--- config.mk ---
export PLATFORM = sky130hd
export DESIGN_NAME = mvm_stream_lanes
export DESIGN_NICKNAME = d
export VERILOG_FILES = /design/src/rtl/mvm_stream_lanes.sv
export SDC_FILE = /design/constraint.sdc
export NUM_CORES = 1
export LEC_CHECK = 0
export ABC_CLOCK_PERIOD_IN_PS = 7500
export BUFFER_PORTS_ARGS = -buffer_cell sky130_fd_sc_hd__buf_2
export CORE_MARGIN = 10
export CORE_UTILIZATION = 58
export CTS_BUF_LIST = sky130_fd_sc_hd__clkbuf_4 sky130_fd_sc_hd__clkbuf_8
export DETAILED_ROUTE_END_ITERATION = 8
export PLACE_DENSITY = 0.74
export SLEW_MARGIN = 20
export SYNTH_ARGS = -nofsm -noshare
export SYNTH_HDL_FRONTEND = slang
export SYNTH_SLANG_ARGS = --single-unit
--- constraint.sdc ---
create_clock -name clk -period 7.5 [get_ports clk]
set_input_delay 1.5 -clock clk [delete_from_list [all_inputs] [get_ports clk]]
set_output_delay 1.5 -clock clk [all_outputs]
set_load 0.02 [all_outputs]
--- src/rtl/mvm_stream_lanes.sv ---
// ---------------------------------------------------------------------------
// mvm_stream_lanes
//
// Signed matrix-vector multiplier y = A*x with LANES parallel MAC lanes and
// valid/ready streaming on both the operand input and the result output.
// Lane l owns every row r with r mod LANES == l. Rows are processed in
// groups of LANES rows, one column per cycle per lane.
//
// Build option:
//   MVM_SAT_EN  defined     -> out_data saturates to the OUTW signed range
//               not defined -> out_data is the low OUTW bits of the sum
//
// Ports:
//   clk          rising-edge clock
//   reset        synchronous, active-high
//   load_matrix  one-cycle command: stream ROWS*COLS words, row-major
//   load_vector  one-cycle command: stream COLS words
//   start        one-cycle command: compute y (needs both operands loaded)
//   in_valid     in_data valid
//   in_ready     block accepts in_data (only while loading)
//   in_data      signed B-bit operand word
//   out_valid    out_data valid
//   out_ready    downstream accepts out_data
//   out_data     signed OUTW-bit y element, rows 0..ROWS-1 in order
//   busy         high whenever not IDLE
//   done         one-cycle pulse after the last y element is accepted
// ---------------------------------------------------------------------------
module mvm_stream_lanes #(
   parameter int ROWS  = 8,
   parameter int COLS  = 8,
   parameter int LANES = 2,
   parameter int B     = 8,
   parameter int ACCW  = 2*B + $clog2(COLS),
   parameter int OUTW  = 2*B
) (
   input  logic                   clk,
   input  logic                   reset,
   input  logic                   load_matrix,
   input  logic                   load_vector,
   input  logic                   start,
   input  logic                   in_valid,
   output logic                   in_ready,
   input  logic signed [B-1:0]    in_data,
   output logic                   out_valid,
   input  logic                   out_ready,
   output logic signed [OUTW-1:0] out_data,
   output logic                   busy,
   output logic                   done
);

   localparam int GROUPS = ROWS / LANES;
   localparam int MWORDS = ROWS * COLS;
   localparam int ISSUE  = GROUPS * COLS;   // multiply-issue cycles
   localparam int TOTAL  = ISSUE + 2;       // plus product and accumulate stages
   localparam int MAIW   = (MWORDS > 1) ? $clog2(MWORDS) : 1;
   localparam int CW     = (COLS   > 1) ? $clog2(COLS)   : 1;
   localparam int GW     = (GROUPS > 1) ? $clog2(GROUPS) : 1;
   localparam int LW     = (LANES  > 1) ? $clog2(LANES)  : 1;
   localparam int TW     = $clog2(TOTAL);

   typedef enum logic [2:0] {
      ST_IDLE,
      ST_LOAD_M,
      ST_LOAD_V,
      ST_COMPUTE,
      ST_DRAIN
   } state_t;

   state_t          state_q, state_d;
   logic [MAIW-1:0] ld_cnt_q, ld_cnt_d;
   logic [CW-1:0]   col_q, col_d;
   logic [GW-1:0]   grp_q, grp_d;
   logic [TW-1:0]   cnt_q, cnt_d;
   logic [LW-1:0]   dr_lane_q, dr_lane_d;
   logic [GW-1:0]   dr_grp_q, dr_grp_d;
   logic            mat_ok_q, mat_ok_d;
   logic            vec_ok_q, vec_ok_d;
   logic            done_q, done_d;
   logic            issue;
   logic            mat_we;
   logic            vec_we;

   // Operand storage; contents survive reset, only the *_ok flags are cleared.
   logic signed [B-1:0] mat_mem [MWORDS];
   logic signed [B-1:0] vec_mem [COLS];

   // Pipeline control shared by all lanes (lanes run in lock-step).
   logic            p_vld_q, p_first_q, p_last_q;
   logic [GW-1:0]   p_grp_q;
   logic            a_last_q;
   logic [GW-1:0]   a_grp_q;

   logic [LANES-1:0][ACCW-1:0] lane_rd;
   logic signed [ACCW-1:0]     sel_acc;
   logic signed [OUTW-1:0]     res_val;

   // ------------------------------------------------------------------------
   // State and control registers
   // ------------------------------------------------------------------------
   always_ff @(posedge clk) begin
      if (reset) begin
         state_q   <= ST_IDLE;
         ld_cnt_q  <= '0;
         col_q     <= '0;
         grp_q     <= '0;
         cnt_q     <= '0;
         dr_lane_q <= '0;
         dr_grp_q  <= '0;
         mat_ok_q  <= 1'b0;
         vec_ok_q  <= 1'b0;
         done_q    <= 1'b0;
         p_vld_q   <= 1'b0;
         p_first_q <= 1'b0;
         p_last_q  <= 1'b0;
         p_grp_q   <= '0;
         a_last_q  <= 1'b0;
         a_grp_q   <= '0;
      end else begin
         state_q   <= state_d;
         ld_cnt_q  <= ld_cnt_d;
         col_q     <= col_d;
         grp_q     <= grp_d;
         cnt_q     <= cnt_d;
         dr_lane_q <= dr_lane_d;
         dr_grp_q  <= dr_grp_d;
         mat_ok_q  <= mat_ok_d;
         vec_ok_q  <= vec_ok_d;
         done_q    <= done_d;
         p_vld_q   <= issue;
         p_first_q <= (col_q == '0);
         p_last_q  <= (col_q == CW'(COLS-1));
         p_grp_q   <= grp_q;
         // Sum of a group is complete one cycle after its last product lands.
         a_last_q  <= p_vld_q & p_last_q;
         a_grp_q   <= p_grp_q;
      end
   end

   // ------------------------------------------------------------------------
   // Next-state and output decode
   // ------------------------------------------------------------------------
   always_comb begin
      state_d   = state_q;
      ld_cnt_d  = ld_cnt_q;
      col_d     = col_q;
      grp_d     = grp_q;
      cnt_d     = cnt_q;
      dr_lane_d = dr_lane_q;
      dr_grp_d  = dr_grp_q;
      mat_ok_d  = mat_ok_q;
      vec_ok_d  = vec_ok_q;
      done_d    = 1'b0;
      issue     = 1'b0;
      mat_we    = 1'b0;
      vec_we    = 1'b0;
      in_ready  = 1'b0;
      out_valid = 1'b0;

      case (state_q)
         ST_IDLE: begin
            if (load_matrix) begin
               state_d  = ST_LOAD_M;
               ld_cnt_d = '0;
               mat_ok_d = 1'b0;   // a partial load must not be computed on
            end else if (load_vector) begin
               state_d  = ST_LOAD_V;
               ld_cnt_d = '0;
               vec_ok_d = 1'b0;
            end else if (start && mat_ok_q && vec_ok_q) begin
               state_d = ST_COMPUTE;
               col_d   = '0;
               grp_d   = '0;
               cnt_d   = '0;
            end
         end

         ST_LOAD_M: begin
            in_ready = 1'b1;
            if (in_valid) begin
               mat_we = 1'b1;
               if (ld_cnt_q == MAIW'(MWORDS-1)) begin
                  mat_ok_d = 1'b1;
                  state_d  = ST_IDLE;
               end else begin
                  ld_cnt_d = ld_cnt_q + MAIW'(1);
               end
            end
         end

         ST_LOAD_V: begin
            in_ready = 1'b1;
            if (in_valid) begin
               vec_we = 1'b1;
               if (ld_cnt_q == MAIW'(COLS-1)) begin
                  vec_ok_d = 1'b1;
                  state_d  = ST_IDLE;
               end else begin
                  ld_cnt_d = ld_cnt_q + MAIW'(1);
               end
            end
         end

         ST_COMPUTE: begin
            cnt_d = cnt_q + TW'(1);
            if (cnt_q < TW'(ISSUE)) begin
               issue = 1'b1;
               if (col_q == CW'(COLS-1)) begin
                  col_d = '0;
                  grp_d = grp_q + GW'(1);
               end else begin
                  col_d = col_q + CW'(1);
               end
            end
            // The last two cycles only flush the product and accumulate stages.
            if (cnt_q == TW'(TOTAL-1)) begin
               state_d   = ST_DRAIN;
               dr_lane_d = '0;
               dr_grp_d  = '0;
            end
         end

         ST_DRAIN: begin
            out_valid = 1'b1;
            if (out_ready) begin
               // Row = grp*LANES + lane, so the lane index runs fastest.
               if (dr_lane_q == LW'(LANES-1)) begin
                  dr_lane_d = '0;
                  if (dr_grp_q == GW'(GROUPS-1)) begin
                     done_d  = 1'b1;
                     state_d = ST_IDLE;
                  end else begin
                     dr_grp_d = dr_grp_q + GW'(1);
                  end
               end else begin
                  dr_lane_d = dr_lane_q + LW'(1);
               end
            end
         end

         default: state_d = ST_IDLE;
      endcase
   end

   assign busy = (state_q != ST_IDLE);
   assign done = done_q;

   // ------------------------------------------------------------------------
   // Operand storage writes
   // ------------------------------------------------------------------------
   always_ff @(posedge clk) begin
      if (mat_we) mat_mem[ld_cnt_q] <= in_data;
      if (vec_we) vec_mem[ld_cnt_q[CW-1:0]] <= in_data;
   end

   // ------------------------------------------------------------------------
   // MAC lanes
   // ------------------------------------------------------------------------
   genvar gi;
   generate
      for (gi = 0; gi < LANES; gi++) begin : g_lane
         logic [MAIW-1:0]        a_addr;
         logic signed [2*B-1:0]  prod;
         logic signed [2*B-1:0]  p_q;
         logic signed [ACCW-1:0] acc_q;
         logic signed [ACCW-1:0] acc_base;
         logic signed [ACCW-1:0] y_buf [GROUPS];

         assign a_addr   = MAIW'((int'(grp_q) * LANES + gi) * COLS + int'(col_q));
         assign prod     = mat_mem[a_addr] * vec_mem[col_q];
         // First column of a group starts a fresh sum.
         assign acc_base = p_first_q ? '0 : acc_q;

         always_ff @(posedge clk) begin
            if (issue)    p_q <= prod;
            if (p_vld_q)  acc_q <= acc_base + ACCW'(p_q);
            if (a_last_q) y_buf[a_grp_q] <= acc_q;
         end

         assign lane_rd[gi] = y_buf[dr_grp_q];
      end
   endgenerate

   // ------------------------------------------------------------------------
   // Result formatting
   // ------------------------------------------------------------------------
   assign sel_acc = $signed(lane_rd[dr_lane_q]);

`ifdef MVM_SAT_EN
   localparam logic signed [ACCW-1:0] SAT_HI = ACCW'((64'sd1 <<< (OUTW-1)) - 64'sd1);
   localparam logic signed [ACCW-1:0] SAT_LO = ACCW'(-(64'sd1 <<< (OUTW-1)));

   always_comb begin
      res_val = sel_acc[OUTW-1:0];
      if (sel_acc > SAT_HI)      res_val = SAT_HI[OUTW-1:0];
      else if (sel_acc < SAT_LO) res_val = SAT_LO[OUTW-1:0];
   end
`else
   logic unused_acc_hi;

   // Two's-complement wrap: the upper accumulator bits are simply dropped.
   assign res_val       = sel_acc[OUTW-1:0];
   assign unused_acc_hi = ^sel_acc[ACCW-1:OUTW];
`endif

   assign out_data = out_valid ? res_val : '0;

endmodule

# Word-level counts from Yosys, hierarchy flattened

Memories as Yosys holds them, arrays and structs flattened. A register that Yosys moved wholly into a read port is not among the register bits.
Cells that the tools add are included.

Register bits: 104
Memory bits (writable): 728
Input port bits: 15
Output and inout bits: 20
Memories: 4

$add $sub $neg: 11
Multipliers: 2
Magnitude comparators: 2
Equality and inequality tests: 29
Multiplexer cells: 78
Bitwise logic cells: 4
Reductions and logical operators: 21

Memories:

| name            | depth | bits a word | read ports | clocked after Yosys merged registers in | wr ports | RTL line | text |
|---|---|---|---|---|---|---|---|
| mat_mem         | 64    | 8           | 2          | 0                                       | 1        | 84       | `logic signed [B-1:0] mat_mem [MWORDS];` |
| g_lane[0].y_buf | 4     | 19          | 1          | 1                                       | 1        | 266      | `logic signed [ACCW-1:0] y_buf [GROUPS];` |
| g_lane[1].y_buf | 4     | 19          | 1          | 1                                       | 1        | 266      |  |
| vec_mem         | 8     | 8           | 1          | 1                                       | 1        | 85       | `logic signed [B-1:0] vec_mem [COLS];` |

Operators with widths:

| kind                                                 | number |
|---|---|
| 2-to-1 mux 3 bit                                     | 18 |
| 2-to-1 mux 6 bit                                     | 9 |
| 2-to-1 mux 16 bit                                    | 3 |
| adder 19 x 16 -> 19 bit                              | 2 |
| 2-to-1 mux 19 bit                                    | 2 |
| != test 2 bit (second input constant)                | 18 |
| multiplier 8 x 8 -> 16 bit                           | 2 |
| 2-to-1 mux 2 bit                                     | 13 |
| 2-to-1 mux 1 bit                                     | 24 |
| one-hot mux 6 bit (3 select lines)                   | 1 |
| one-hot mux 3 bit (5 select lines)                   | 1 |
| AND reduction 5 bit                                  | 3 |
| adder 6 x 1 -> 6 bit (second input constant)         | 2 |
| adder 6 x 3 -> 6 bit                                 | 2 |
| equality test 6 bit (second input constant)          | 2 |
| one-hot mux 6 bit (2 select lines)                   | 1 |
| AND reduction 6 bit                                  | 2 |
| AND reduction 9 bit                                  | 1 |
| one-hot mux 2 bit (2 select lines)                   | 2 |
| AND reduction 4 bit                                  | 2 |
| nonzero test 2 bit                                   | 4 |
| adder 3 x 1 -> 3 bit (second input constant)         | 2 |
| equality test 3 x 2 -> 1 bit (second input constant) | 2 |
| equality test 3 bit (second input constant)          | 2 |
| 19 further kinds                                     | 27 |

# Depth between registers and ports, before layout

Depth after elaboration: 8
Depth in mapped cells: 23
Gate-level depth less buffers: 21

# Least setup slack after synthesis

Ideal clock, no wire load.

Kind: register -> register
From: reg (tool-made name)
To: reg g_lane[0].p_q[13] (data pin)
Setup time: 0.260 ns
Arrival: 5.848 ns
Path slack: 1.393 ns
Cell stages (with the launch flop): 21
Buffers on the path: 3
Clock period less this slack: 6.107 ns
Path through: dfxtp_1 > buf_2 > buf_2 > mux4_2 > mux2i_1 > clkbuf_1 > nor2_1 > fa_1 > inv_1 > fa_1 > inv_1 > fa_1 > inv_1 > fa_1 > inv_1 > ha_1 > o21a_1 > a2111oi_0 > o21bai_1 > a21oi_1 > xnor2_1

RTL lines:

| what                 | RTL line | text |
|---|---|---|
| to (signal assigned) | 274      | `if (issue) p_q <= prod;` |
| to (decl)            | 263      | `logic signed [2*B-1:0] p_q;` |

# Worst setup path in the final report

From: reg col_q[0]
To: reg g_lane[1].p_q[15] (data pin)

Cells in the longest elaborated chain, start to end: 3

Ends and longest elaborated chain:

| what                         | RTL line | text |
|---|---|---|
| from (decl)                  | 71       | `logic [CW-1:0] col_q, col_d;` |
| from (signal assigned)       | 121      | `col_q <= col_d;` |
| adder 6 x 3 -> 6 bit         | 268      | `assign a_addr = MAIW'((int'(grp_q) * LANES + gi) * COLS + int'(col_q));` |
| memory (64 x 8 bit)          | --       |  |
| multiplier 8 x 8 -> 16 bit   | 269      | `assign prod = mat_mem[a_addr] * vec_mem[col_q];` |
| named net g_lane[1].prod[15] | 262      | `logic signed [2*B-1:0] prod;` |
| to (signal assigned)         | 274      |  |
| to (decl)                    | 263      |  |

The timed path passes the listed nets, and every way through them passes these cells.
A chain may end at the register's enable or synchronous reset.

==> out/qor.txt <==
status: finished, final reports clean
ys flop type: edfxtp_1
Vias: 20.1k
Max clock buf depth: 3
ys async rst share: 0
crit path max fanout: 49
most frequent cells in the layout: edfxtp_1 (768), nor2_1 (226), inv_1 (178), mux4_2 (160), clkbuf_8 (124)
Root Buffer: clkbuf_8
total CTS buffers: 120
Mapped Nets: 2542
Max Slew Vio Count: 0
drt initial violations: 1987
pin count of the biggest net entering global routing: 73
Cell variety after synth: 67
synthesized area: 37300 µm²
Ports: 35
vias in the first global route: 21.1k
Leak: 14.3 nW
sequential share of power: 0.395
grt ovf: 0
Switch Pwr: 0.00430 W
part of the Yosys area used for sequential elements: 0.640
crit end category: flip-flop
initial antenna violation count: 1
pwr/cell area: 329 nW/µm²
CP Class: reg2reg
Final Cycle Share: 0.910
nets: 2658
worst-skew pair later-pin latency: 0.74 ns
Design Area, Final: 41000 µm²
Post-route DRC: 0
Post-CTS Resized: 0
first-pass GRT wire length: 122 mm
Yosys warning count: 0
area grow syn2layout: 10.1%
Comb power frac: 0.340
final critical-path required period: 6.83 ns
Avg Inst Size Synth: 16.1 µm²
# H-tree levels: 3
max frequency: 146 MHz
crit path DAT: 7.26 ns
worst setup margin: 0.674 ns
Chip Width: 273 µm
Post-synth EDFFs: 768
routability cong.: 0.868
post-DR vias/cell: 5.92
layout cells sized above 1: 0.179
core box area: 63300 µm²
Hold WC Path Type: reg2reg
Pint: 0.00921 W
CTS tree: yes
CP Cell Sequence: buf_12 -> mux4_2 -> mux2i_1 -> a32oi_1 -> nand2_1 -> nor2_1 -> fa_1 -> inv_1 -> fa_1 -> inv_1 -> fa_1 -> inv_1 -> fa_1 -> inv_1 -> ha_1 -> a21oi_1 -> nor2b_1 -> a311oi_1 -> o21ai_1 -> o41ai_1 -> xnor2_1
Slew @ Worst Pin: 1.02 ns
Final setup viols: 0
buffers added on ports: 34
Starting Density: 0.589
Max Cap Violations: 0
Routed WL: 77.7 mm
Mapped Cells: 2320
sw frac: 0.318
# Post-CTS Setup Buffers: 0
Tot GR Track Use: 0.211
startpoint class of the critical path: flip-flop
die area: 74800 µm²
Critical Path RT: 7.94 ns
Place WS: 0.698 ns
First-pass DRT Iterations: 5
most common cell after layout, fill and taps aside: edfxtp_1
number of clock sinks: 807
WL per Instance: 22.9 µm
setup tns final: 0 ns
Fin. Hold Viols: 0
dpl cell area: 38600 µm²
worst vdd ir: 350 µV
Synth Register Bits: 807
DP HPWL: 51.3 mm
Clock Power Share: 0.265
placed insts: 3160
CP max stage cell: dfxtp_4
Max-slew headroom: 0.323
die height: 273 µm
# rows: 92
RSZ-0062 raised after global routing: false
clk slew on worst S/H paths: 0.07 ns
CTS hold repair buffers: 0
Final Non-Filler Cells: 3386
Max stage delay on crit path: 0.99 ns
final antenna-violating net count: 0
clock skew: 0.0552 ns
[state kept, by name, indices dropped and copies added (netlist names), named ones only]
register and cells:
vec_ok_q 1, done 1, mat_ok_q 1, dr_lane_q 1, grp_q 2, ld_cnt_q 6
a_grp_q 2, a_last_q 1, p_first_q 1, cnt_q 6, state_q 3, g_lane.acc_q 32
p_grp_q 2, p_last_q 1, g_lane.y_buf 128, vec_mem 64, dr_grp_q 2, p_vld_q 1
g_lane.p_q 32, mat_mem 512, col_q 3
[Yosys cell counts, drive strengths merged, types with 8 or more instances]
cell,n,area share
a22oi,32,0.0064
clkbuf,45,0.0045
a21oi,63,0.0085
a32oi,15,0.0035
and4,8,0.0019
nand2b,18,0.0030
inv,183,0.018
nor2b,57,0.0096
o21a,10,0.0020
xor2,23,0.0054
dfxtp,39,0.021
o21ai,22,0.0030
a21o,10,0.0020
fa,112,0.060
nor3,15,0.0020
nand2,101,0.010
mux4,160,0.097
xnor2,47,0.011
mux2i,100,0.027
ha,95,0.032
nor2,227,0.023
nand3b,8,0.0016
edfxtp,768,0.62
or2,30,0.0050
nand3,18,0.0024
buf,42,0.0057
[per-stage QoR]
step / power (W) / util / hold slack, ns
final: 0.0135 / 0.648 / 0.426
after global routing: 0.0145 / 0.648 / 0.460
after floorplan: 0.00904 / - / 0.395
after CTS: 0.0136 / 0.648 / 0.439
after global placement: 0.00983 / 0.609 / 0.420
after detailed placement: 0.0100 / 0.609 / 0.424
[power groups by stage]
stage	logic (W)	clock network (W)	registers, W
final	0.00460	0.00357	0.00534
after CTS	0.00463	0.00365	0.00534
after global routing	0.00530	0.00386	0.00534
after detailed placement	0.00459	0	0.00543
after global placement	0.00440	0	0.00542
after floorplan	0.00366	0	0.00538
[routing by layer]
layer / up-vias / track usage / wire, µm
li1: 8930 / - / -
met1: 10206 / 0.275 / 31300
met2: 752 / 0.356 / 38700
met3: 165 / 0.0354 / 5280
met4: 0 / 0.0760 / 2430
met5: - / 0 / 0
[final timing paths]
path / cells after the start / to / slack, ns / from
hold / removal: 2 / a_last_q / 0.43 / p_last_q
setup reg to reg: 21 / g_lane[1].p_q[15] / 0.67 / col_q[0]
hold reg to reg: 2 / a_last_q / 0.43 / p_last_q
setup / recovery: 21 / g_lane[1].p_q[15] / 0.67 / col_q[0]
[layout make-up]
class,count,area [µm²]
flip-flops and latches,807,23900
fillers,4384,22300
multi-input cells,1243,12400
clock buffers,168,2040
well taps,846,1060
inverters,183,687
repair buffers,81,601
clock inverters,57,412
diodes,1,2.50
[worst max-delay path: cells and delay by family (launching register included)]
kind,cells,cell delay (ns)
DFF,1,0.99
AOI/OAI and AO/OA,5,1.31
and+or+nand+nor,3,0.38
muxes,2,0.88
xor gates and xnor gates,1,0.13
buffers and inverters,5,0.54
adders and majority gates,5,2.29
[logic make-up after synthesis]
family,Yosys count,share of synthesized area
buf+inv,270,0.0286
compound gates,189,0.0341
mux,260,0.124
fa+ha+maj,207,0.0921
simple gates,517,0.0654
flops,807,0.640
xor+xnor,70,0.0165
Power figures use the tool's default switching activity.
